**src/rtl/pixel_seq_pkg.sv**
```systemverilog
// Shared definitions for the pixel frame sequencer: FSM state encoding,
// frame counter width and default geometry.
package pixel_seq_pkg;

    typedef enum logic [2:0] {
        ST_IDLE  = 3'd0,
        ST_REQ   = 3'd1,
        ST_WAIT  = 3'd2,
        ST_PUSH  = 3'd3,
        ST_LATCH = 3'd4
    } seq_state_e;

    localparam int FRAME_CNT_W   = 16;
    localparam int DEF_LED_COUNT = 298;
    localparam int DEF_CHANNELS  = 1;
    localparam int DEF_IDX_W     = 10;
    localparam int DEF_CH_W      = 3;

endpackage

```
**src/rtl/pixel_sequencer_if.sv**
```systemverilog
// Handshake bundle between the sequencer (master), the pixel renderer and
// the pixel_driver strips (slave side is renderer + drivers).
interface pixel_sequencer_if #(
    parameter int IDX_W    = 10,
    parameter int CH_W     = 3,
    parameter int CHANNELS = 1
) ();
    // Request channel towards the renderer
    logic             req_valid;
    logic             req_ready;
    logic [IDX_W-1:0] req_index;
    logic [CH_W-1:0]  req_channel;
    logic             req_tick;
    // Colour response from the renderer
    logic             rsp_valid;
    logic             rsp_ready;
    logic [7:0]       rsp_red;
    logic [7:0]       rsp_green;
    logic [7:0]       rsp_blue;
    // Shared colour bus and per-strip handshakes towards the drivers
    logic [CHANNELS-1:0] out_valid;
    logic [CHANNELS-1:0] out_ready;
    logic                out_reset;
    logic [7:0]          out_red;
    logic [7:0]          out_green;
    logic [7:0]          out_blue;

    modport master (
        output req_valid, req_index, req_channel, req_tick,
        input  req_ready,
        input  rsp_valid, rsp_red, rsp_green, rsp_blue,
        output rsp_ready,
        output out_valid, out_reset, out_red, out_green, out_blue,
        input  out_ready
    );

    modport slave (
        input  req_valid, req_index, req_channel, req_tick,
        output req_ready,
        output rsp_valid, rsp_red, rsp_green, rsp_blue,
        input  rsp_ready,
        input  out_valid, out_reset, out_red, out_green, out_blue,
        output out_ready
    );
endinterface

```
**src/rtl/rgb_scale.sv**
```systemverilog
// Combinational brightness scaler: each component becomes (c*(scale+1))>>8,
// so scale=255 passes colour through and scale=0 yields black.
// Only compiled in the PIXEL_SEQUENCER_BRIGHTNESS_EN build, the only build
// that instantiates it.
`ifdef PIXEL_SEQUENCER_BRIGHTNESS_EN
module rgb_scale (
    input  logic [7:0] scale_i,
    input  logic [7:0] red_i,
    input  logic [7:0] green_i,
    input  logic [7:0] blue_i,
    output logic [7:0] red_o,
    output logic [7:0] green_o,
    output logic [7:0] blue_o
);
    // 8x9 product always fits 17 bits; the shifted result never exceeds 255
    function automatic logic [7:0] scale_comp(input logic [7:0] c, input logic [7:0] s);
        logic [16:0] prod;
        prod = {9'd0, c} * ({9'd0, s} + 17'd1);
        return 8'(prod >> 8);
    endfunction

    assign red_o   = scale_comp(red_i,   scale_i);
    assign green_o = scale_comp(green_i, scale_i);
    assign blue_o  = scale_comp(blue_i,  scale_i);
endmodule
`endif

```
**src/rtl/pixel_sequencer.sv**
```systemverilog
// Frame sequencer: walks every (index, channel) pixel in pixel-major order,
// fetches its colour from the renderer and hands it to the matching driver,
// then latches all strips and pulses frame_tick.
// Optional build macro PIXEL_SEQUENCER_BRIGHTNESS_EN adds a brightness input
// that scales the captured colour.
module pixel_sequencer
    import pixel_seq_pkg::*;
#(
    parameter int LED_COUNT = DEF_LED_COUNT,
    parameter int CHANNELS  = DEF_CHANNELS,
    parameter int IDX_W     = DEF_IDX_W,
    parameter int CH_W      = DEF_CH_W
) (
    input  logic                   clk,
    input  logic                   resetn,
    input  logic                   enable,
`ifdef PIXEL_SEQUENCER_BRIGHTNESS_EN
    input  logic [7:0]             brightness,
`endif
    pixel_sequencer_if.master      bus,
    output logic                   frame_tick,
    output logic [FRAME_CNT_W-1:0] frame_count
);
    localparam logic [IDX_W-1:0]    LAST_IDX = IDX_W'(LED_COUNT - 1);
    localparam logic [CH_W-1:0]     LAST_CH  = CH_W'(CHANNELS - 1);
    localparam logic [CHANNELS-1:0] ALL_CH   = {CHANNELS{1'b1}};

    seq_state_e               state_q;
    logic [IDX_W-1:0]         index_q, index_d;
    logic [CH_W-1:0]          channel_q, channel_d;
    logic                     frame_done_d;
    logic                     req_valid_q, req_tick_q, rsp_ready_q;
    logic [CHANNELS-1:0]      out_valid_q;
    logic                     out_reset_q, frame_tick_q;
    logic [FRAME_CNT_W-1:0]   frame_count_q;
    logic [7:0]               red_q, green_q, blue_q;
    logic [7:0]               cap_red, cap_green, cap_blue;

`ifdef PIXEL_SEQUENCER_BRIGHTNESS_EN
    rgb_scale u_scale (
        .scale_i (brightness),
        .red_i   (bus.rsp_red),
        .green_i (bus.rsp_green),
        .blue_i  (bus.rsp_blue),
        .red_o   (cap_red),
        .green_o (cap_green),
        .blue_o  (cap_blue)
    );
`else
    assign cap_red   = bus.rsp_red;
    assign cap_green = bus.rsp_green;
    assign cap_blue  = bus.rsp_blue;
`endif

    // Next pixel position after a push: channel-minor, then index; flags the last pixel
    always_comb begin
        index_d      = index_q;
        channel_d    = channel_q;
        frame_done_d = 1'b0;
        if (channel_q != LAST_CH) begin
            channel_d = channel_q + CH_W'(1);
        end else if (index_q != LAST_IDX) begin
            channel_d = '0;
            index_d   = index_q + IDX_W'(1);
        end else begin
            frame_done_d = 1'b1;
        end
    end

    // Sequencer FSM; every output is a register updated on the state transition
    always_ff @(posedge clk) begin
        if (!resetn) begin
            state_q       <= ST_IDLE;
            index_q       <= '0;
            channel_q     <= '0;
            req_valid_q   <= 1'b0;
            req_tick_q    <= 1'b0;
            rsp_ready_q   <= 1'b0;
            out_valid_q   <= '0;
            out_reset_q   <= 1'b0;
            frame_tick_q  <= 1'b0;
            frame_count_q <= '0;
            red_q         <= '0;
            green_q       <= '0;
            blue_q        <= '0;
        end else begin
            frame_tick_q <= 1'b0;
            case (state_q)
                ST_IDLE: begin
                    index_q   <= '0;
                    channel_q <= '0;
                    if (enable) begin
                        state_q     <= ST_REQ;
                        req_valid_q <= 1'b1;
                        req_tick_q  <= 1'b1;
                    end
                end
                ST_REQ: begin
                    if (bus.req_ready) begin
                        state_q     <= ST_WAIT;
                        req_valid_q <= 1'b0;
                        req_tick_q  <= 1'b0;
                        rsp_ready_q <= 1'b1;
                    end
                end
                ST_WAIT: begin
                    if (bus.rsp_valid) begin
                        state_q     <= ST_PUSH;
                        rsp_ready_q <= 1'b0;
                        red_q       <= cap_red;
                        green_q     <= cap_green;
                        blue_q      <= cap_blue;
                        out_valid_q <= CHANNELS'(1) << channel_q;
                    end
                end
                ST_PUSH: begin
                    // out_valid_q is one-hot on the current channel here
                    if ((bus.out_ready & out_valid_q) != '0) begin
                        index_q   <= index_d;
                        channel_q <= channel_d;
                        if (frame_done_d) begin
                            state_q     <= ST_LATCH;
                            out_reset_q <= 1'b1;
                            out_valid_q <= ALL_CH;
                        end else begin
                            state_q     <= ST_REQ;
                            out_valid_q <= '0;
                            req_valid_q <= 1'b1;
                        end
                    end
                end
                ST_LATCH: begin
                    if (&bus.out_ready) begin
                        out_reset_q   <= 1'b0;
                        out_valid_q   <= '0;
                        frame_tick_q  <= 1'b1;
                        frame_count_q <= frame_count_q + FRAME_CNT_W'(1);
                        index_q       <= '0;
                        channel_q     <= '0;
                        if (enable) begin
                            state_q     <= ST_REQ;
                            req_valid_q <= 1'b1;
                            req_tick_q  <= 1'b1;
                        end else begin
                            state_q <= ST_IDLE;
                        end
                    end
                end
                default: state_q <= ST_IDLE;
            endcase
        end
    end

    assign bus.req_valid   = req_valid_q;
    assign bus.req_index   = index_q;
    assign bus.req_channel = channel_q;
    assign bus.req_tick    = req_tick_q;
    assign bus.rsp_ready   = rsp_ready_q;
    assign bus.out_valid   = out_valid_q;
    assign bus.out_reset   = out_reset_q;
    assign bus.out_red     = red_q;
    assign bus.out_green   = green_q;
    assign bus.out_blue    = blue_q;
    assign frame_tick      = frame_tick_q;
    assign frame_count     = frame_count_q;

endmodule

```
**src/flat_wrapper.sv**
```systemverilog
// flat-port wrapper written by rule: the top's interface ports become plain ports
module pixel_sequencer_flat import pixel_seq_pkg::*;
#(
    parameter int LED_COUNT = DEF_LED_COUNT,
    parameter int CHANNELS  = DEF_CHANNELS,
    parameter int IDX_W     = DEF_IDX_W,
    parameter int CH_W      = DEF_CH_W
)
  (clk, resetn, enable, frame_tick, frame_count, bus_req_valid, bus_req_index, bus_req_channel, bus_req_tick, bus_req_ready, bus_rsp_valid, bus_rsp_red, bus_rsp_green, bus_rsp_blue, bus_rsp_ready, bus_out_valid, bus_out_reset, bus_out_red, bus_out_green, bus_out_blue, bus_out_ready);
  pixel_sequencer_if #(.IDX_W(IDX_W), .CH_W(CH_W), .CHANNELS(CHANNELS)) bus_i ();
  input  logic clk;
  input  logic resetn;
  input  logic enable;
  output logic frame_tick;
  output logic [FRAME_CNT_W-1:0] frame_count;
  output wire logic [$bits(bus_i.req_valid)-1:0] bus_req_valid;
  output wire logic [$bits(bus_i.req_index)-1:0] bus_req_index;
  output wire logic [$bits(bus_i.req_channel)-1:0] bus_req_channel;
  output wire logic [$bits(bus_i.req_tick)-1:0] bus_req_tick;
  input wire logic [$bits(bus_i.req_ready)-1:0] bus_req_ready;
  input wire logic [$bits(bus_i.rsp_valid)-1:0] bus_rsp_valid;
  input wire logic [$bits(bus_i.rsp_red)-1:0] bus_rsp_red;
  input wire logic [$bits(bus_i.rsp_green)-1:0] bus_rsp_green;
  input wire logic [$bits(bus_i.rsp_blue)-1:0] bus_rsp_blue;
  output wire logic [$bits(bus_i.rsp_ready)-1:0] bus_rsp_ready;
  output wire logic [$bits(bus_i.out_valid)-1:0] bus_out_valid;
  output wire logic [$bits(bus_i.out_reset)-1:0] bus_out_reset;
  output wire logic [$bits(bus_i.out_red)-1:0] bus_out_red;
  output wire logic [$bits(bus_i.out_green)-1:0] bus_out_green;
  output wire logic [$bits(bus_i.out_blue)-1:0] bus_out_blue;
  input wire logic [$bits(bus_i.out_ready)-1:0] bus_out_ready;
  assign bus_req_valid = bus_i.req_valid;
  assign bus_req_index = bus_i.req_index;
  assign bus_req_channel = bus_i.req_channel;
  assign bus_req_tick = bus_i.req_tick;
  assign bus_i.req_ready = bus_req_ready;
  assign bus_i.rsp_valid = bus_rsp_valid;
  assign bus_i.rsp_red = bus_rsp_red;
  assign bus_i.rsp_green = bus_rsp_green;
  assign bus_i.rsp_blue = bus_rsp_blue;
  assign bus_rsp_ready = bus_i.rsp_ready;
  assign bus_out_valid = bus_i.out_valid;
  assign bus_out_reset = bus_i.out_reset;
  assign bus_out_red = bus_i.out_red;
  assign bus_out_green = bus_i.out_green;
  assign bus_out_blue = bus_i.out_blue;
  assign bus_i.out_ready = bus_out_ready;
  pixel_sequencer #(.LED_COUNT(LED_COUNT), .CHANNELS(CHANNELS), .IDX_W(IDX_W), .CH_W(CH_W)) u_core (.clk(clk), .resetn(resetn), .enable(enable), .bus(bus_i), .frame_tick(frame_tick), .frame_count(frame_count));
endmodule
```
**config.mk**
```make
export PLATFORM = sky130hd
export DESIGN_NAME = pixel_sequencer_flat
export DESIGN_NICKNAME = d
export VERILOG_FILES = /design/src/rtl/pixel_seq_pkg.sv /design/src/rtl/pixel_sequencer_if.sv /design/src/rtl/rgb_scale.sv /design/src/rtl/pixel_sequencer.sv /design/src/flat_wrapper.sv
export SDC_FILE = /design/constraint.sdc
export NUM_CORES = 1
export LEC_CHECK = 0
export CAP_MARGIN = 25
export CORE_MARGIN = 5
export CORE_UTILIZATION = 40
export CTS_CLUSTER_SIZE = 10
export DETAILED_ROUTE_END_ITERATION = 16
export MAX_ROUTING_LAYER = met4
export PLACE_DENSITY = 0.68
export SLEW_MARGIN = 30
export SYNTH_ARGS = -nofsm -noshare
export SYNTH_HDL_FRONTEND = slang
export SYNTH_SLANG_ARGS = --single-unit
```
**constraint.sdc**
```tcl
create_clock -name clk -period 2.35 [get_ports clk]
set_clock_uncertainty 0.1 [all_clocks]
set_input_delay 0.47 -clock clk [delete_from_list [all_inputs] [get_ports clk]]
set_output_delay 0.47 -clock clk [all_outputs]
set_load 0.02 [all_outputs]
```
Yosys cells after proc, flatten, opt, wreduce, memory -nomap -nowiden:

Cells that the tools add are included.

* reductions and logical operators: 19
* add/sub/neg operators: 3
* shift operators: 1
* bitwise gates (word level): 1
* multiplexer cells: 41
* equal/unequal tests: 15

Operators by type and width (count)
* $mux 10: 4
* $mux 3: 10
* $pmux 10 s3: 1
* $mux 1: 19
* $add 16x1->16 const B: 1
* $pmux 3 s5: 1
* $reduce_and 5->1: 3
* $ne 2x2->1 const B: 6
* $reduce_and 4->1: 3
* $reduce_bool 3->1: 4
* $add 10x1->10 const B: 1
* $ne 10x9->1 const B: 1
* $pmux 3 s3: 1
* $eq 3x2->1 const B: 2
* $ne 2x1->1 const B: 3
* $pmux 1 s3: 2
* $reduce_and 2->1: 3
* $reduce_and 3->1: 2
* $pmux 1 s2: 2
* $pmux 1 s4: 1
* $reduce_bool 2->1: 2
* $reduce_bool 4->1: 1
* $add 3x1->3 const B: 1
* $eq 3x1->1 const B: 1
* 5 further kinds: 5

* register bits after elaboration: 62
* bits of input ports: 30
* logic and storage cells: 93
* output and inout port bits: 59

Longest topological paths before layout:

* depth after elaboration: 6
* gate-level depth with buffers: 7

Worst setup path before layout:

No wires, ideal clock.

* path type: reg2reg
* start: reg u_core.index_q[0] (netlist: u_core.bus.req_index[0])
* end: reg u_core.out_valid_q (netlist: u_core.bus.out_valid)
* path buffers: 0
* library setup time: 0.091 ns
* arrival time: 1.785 ns
* path slack: 0.374 ns
* required time: 2.159 ns
* clock period less this slack: 1.976 ns
* cell stages (with the launch flop): 6
* cell sequence: dfxtp_1 ha_1 or4bb_1 nor4_4 a21oi_1 a311oi_1

* word-level cells in the longest chain between the ends: 6

Ends and longest elaborated chain
* start: declaration: RTL line pixel_sequencer.sv:29 `logic [IDX_W-1:0] index_q, index_d;`
* start signal: assignment: RTL line pixel_sequencer.sv:119 `index_q <= index_d;`
* $ne 10x9->1: RTL line pixel_sequencer.sv:62 `end else if (index_q != LAST_IDX) begin`
* $mux 1: RTL line pixel_sequencer.sv:62
* $mux 1: RTL line pixel_sequencer.sv:60 `if (channel_q != LAST_CH) begin`
* $mux 1: RTL line pixel_sequencer.sv:121 `if (frame_done_d) begin`
* $mux 1: RTL line pixel_sequencer.sv:118 `if ((bus.out_ready & out_valid_q) != '0) begin`
* $pmux 1 s3: RTL line pixel_sequencer.sv:88 `case (state_q)`
* end signal: assignment: RTL line pixel_sequencer.sv:113 `out_valid_q <= CHANNELS'(1) << channel_q;`
* end: declaration: RTL line pixel_sequencer.sv:33 `logic [CHANNELS-1:0] out_valid_q;`

Every way passes these cells. The select of a mux whose other input is x is not followed.
A chain may end at the register's enable or synchronous reset.

Final worst setup path:

Ends and elaborated chain as after synthesis.

==> impl_metrics.json <==
{
  "worst_skew_pair.late_latency_ns": 0.33,
  "r2r-start": "u_core.bus.req_index[0]$_SDFFE_PN0P_",
  "cts_root_buf": "clkbuf_8",
  "setup_viol": 0,
  "row_count": 32,
  "via_per_inst": 5.205,
  "cts_tree": "built",
  "hold-path-endpoint": "u_core.bus.out_red[2]$_SDFFE_PN0P_",
  "r2r_slack_ns": 0.27,
  "hold_viol_final": 0,
  "arrival_ns": 2.21,
  "drc": 0,
  "hp-class": "register to register",
  "clkSlewWorstSetupHoldPaths_ns": 0.07,
  "cap_violations": 0,
  "grt_max_degree": 29,
  "syn_area_mm2": 0.003085,
  "grt.total_usage_pct": 16.94,
  "cts_buffer_depth": 2,
  "crit_type": "register to register",
  "cts_setup_buffers": 0,
  "grt_pass1_vias": 2725,
  "hp-start": "u_core.bus.out_red[2]$_SDFFE_PN0P_",
  "io_pins": 89,
  "ys_warn_count": 0,
  "synth_top_area_share_pct": 40.23,
  "tightestPinTransition_ns": 0.5223,
  "cts_sinks": 62,
  "synth_seq_cells": 62,
  "htree_num_levels": 3,
  "die_w_um": 97.83,
  "grt_antenna_before_repair": 0,
  "drt_iter0_drc": 112,
  "setup-tns-final_ns": 0,
  "worst_slack_ns": 0.2747,
  "place_hpwl_um": 5763,
  "hold_depth": 2,
  "synthToLayoutAreaGrowth_pct": 37.96,
  "dp_slack_ns": 0.02784,
  "seq_area_frac_synth_pct": 40.23,
  "yosysUniqueCellTypes": 63,
  "required_ns": 2.49,
  "drv_slew": 0,
  "fin_cells": 552,
  "grt_overflow": 0,
  "fill_cells": 723,
  "cts_hold_buffers": 0,
  "cp_max_fo": 7,
  "rsz0062_at_grt": "no",
  "synth_edf_count": 0,
  "p_leak_nw": 1.464,
  "place_congestion": 0.8278,
  "fin_crit_sh_pct": 88.31,
  "die_y_um": 97.83,
  "reg2reg_depth": 5,
  "status": "complete, no violations",
  "start_util_pct": 40.56,
  "r2r-end": "u_core.bus.out_valid$_SDFFE_PN0P_",
  "vias": 2873,
  "ys.flop_type": "dfxtp_1",
  "yosys-top-cells-area": "dfxtp_1 (40%), nand2_1 (7.9%), a21oi_1 (6.2%)",
  "io_buffers": 88,
  "ir_drop_v": 0.0002722,
  "firstDrtPassIters": 4,
  "critPathLaunchType": "register",
  "cp-end-kind": "register",
  "cts.repair.resized": 0,
  "post-place-cells": 536,
  "fmax_mhz": 481.8,
  "routedWlPerCell_um": 14.37,
  "power_density_mw_per_mm2": 519.9,
  "utilization_pct": 55.95,
  "antenna_left": 0,
  "finalWirelength_um": 7931,
  "core_area_mm2": 0.007607,
  "yosys.area.top_type": "dfxtp_1",
  "syn_avg_cell_area_um2": 8.766,
  "grt_pass1_wl_um": 12940,
  "antenna_cells": 0,
  "synth_nets": 387,
  "relSlewSlack_pct": 65.13,
  "numCtsBuffers": 9,
  "die_area_mm2": 0.009570,
  "period_needed_ns": 2.075,
  "netlist_instances": 352,
  "nets": 480,
  "drive_gt1_share_pct": 10.67,
  "ys_async_sr_fraction_pct": 0
}
==> metrics by stage <==
step,total power [W],instance area (um2),hold slack (ns)
3_5_place_dp,0.001427,4089,0.3465
3_3_place_gp,0.001423,4089,0.3419
2_1_floorplan,0.001284,3085,0.4315
4_1_cts,0.002246,4257,0.3563
5_1_grt,0.002314,4257,0.3724
6_report,0.002213,4257,0.3537
==> cell type report <==
cell class	instances	area [um2]	share of cell area (%)
clock inverter	4	22.52	0.5291
tap	102	127.6	2.998
timing repair buffer	102	998.5	23.46
sequential	62	1241	29.16
inverter	9	33.78	0.7937
clock buffer	12	145.1	3.410
multi-input combinational	261	1688	39.65
==> cell families (layout without fill, tap and decap cells) <==
group | Yosys count | after routing | share of synthesized area (%)
multiplexers | 10 | 10 | 3.325
AND/OR/NAND/NOR | 155 | 155 | 28.63
AO/OA/AOI/OAI | 80 | 80 | 17.60
adder cells (fa/ha/maj) | 5 | 5 | 2.028
buffers and inverters | 29 | 127 | 5.069
XOR/XNOR | 11 | 11 | 3.123
flip-flops | 62 | 62 | 40.23
==> where the power goes <==
part	switching (W)	internal, W	leakage (nW)
combinational	0.000156	0.000152	0.876
clock	0.000402	0.000406	0.0861
sequential	0.0000228	0.00107	0.501
total	0.000581	0.00163	1.46
==> Yosys cell counts (2+ instances only) <==
cell,n
nand3_1,11
o2bb2ai_1,3
nand2_1,65
nor4_1,3
mux2i_1,8
nor2_1,18
nand4_1,7
ha_1,5
xnor2_1,8
a2111o_1,4
xor2_1,3
nor4_4,3
clkbuf_1,13
buf_6,2
mux2_2,2
inv_1,9
or2_2,2
nand2b_1,11
dfxtp_1,62
a31oi_1,5
clkbuf_8,3
o311ai_0,2
nor3_1,7
a21oi_1,38
o41ai_1,4
buf_2,2
o22a_1,2
or3_1,3
nor2b_1,3
o21ai_0,4
and4_1,2
o31ai_1,3
a211oi_1,3
and3_1,3
==> per-layer routing <==
metal / vias to the layer above / wire length [um] / GRT usage [%]
met5: - / 0 / -
met2: 55 / 3807 / 26.60
met1: 1354 / 3690 / 21.03
met3: 16 / 219 / 2.714
met4: 0 / 212 / 8.626
li1: 1448 / - / -
==> cells in the final DEF, fill, tap and decap left out, types with 3 or more instances in the layout <==
cell             netlist  layout
dfxtp_1               62      62
a211oi_1               3       3
xor2_1                 3       3
nor2b_1                3       3
nor3_1                 7       7
xnor2_1                8       8
a31oi_1                5       5
ha_1                   5       5
a2111o_1               4       4
o41ai_1                4       4
inv_1                  9       9
nor4_1                 3       3
nor2_1                18      18
o2bb2ai_1              3       3
clkbuf_8               3      10
buf_4                  0      13
a21oi_1               38      38
nand2b_1              11      11
nand2_1               65      65
and3_1                 3       3
clkdlybuf4s50_1        0      88
clkinv_2               0       3
nand4_1                7       7
or3_1                  3       3
nor4_4                 3       3
o31ai_1                3       3
mux2i_1                8       8
nand3_1               11      11
o21ai_0                4       4
==> critical path: stages, from the launching register on <==
cell and delay (ns):
dfxtp_1 0.44, ha_1 0.20, or4bb_1 0.53, nor4_4 0.35
a21oi_1 0.08, a311oi_1 0.28
==> worst max-delay path by stage <==
stage / from / endpoint / depth (start not counted) / slack [ns]
floorplan: u_core.bus.req_index[0]$_SDFFE_PN0P_ / u_core.bus.out_valid$_SDFFE_PN0P_ / 5 / 0.37
detailed placement: bus_out_ready / u_core.frame_count[9]$_SDFFE_PN0P_ / 6 / 0.03
global placement: bus_out_ready / u_core.frame_count[9]$_SDFFE_PN0P_ / 6 / 0.05
CTS: u_core.bus.req_index[0]$_SDFFE_PN0P_ / u_core.bus.out_valid$_SDFFE_PN0P_ / 5 / 0.26
global route: u_core.bus.req_index[0]$_SDFFE_PN0P_ / u_core.bus.out_valid$_SDFFE_PN0P_ / 5 / 0.14
finish: u_core.bus.req_index[0]$_SDFFE_PN0P_ / u_core.bus.out_valid$_SDFFE_PN0P_ / 5 / 0.27
==> sequential cells by signal (all words and copies together), names as in the netlist <==
name and flops:
u_core.bus.rsp_ready 1, u_core.bus.out_blue 8, u_core.bus.out_reset 1, u_core.state_q 3, u_core.bus.out_red 8, u_core.bus.out_valid 1
u_core.bus.req_tick 1, u_core.bus.req_index 10, u_core.bus.req_valid 1, u_core.frame_count 16, u_core.frame_tick 1, u_core.bus.out_green 8
u_core.bus.req_channel 3
Power figures use the tool's default switching activity.
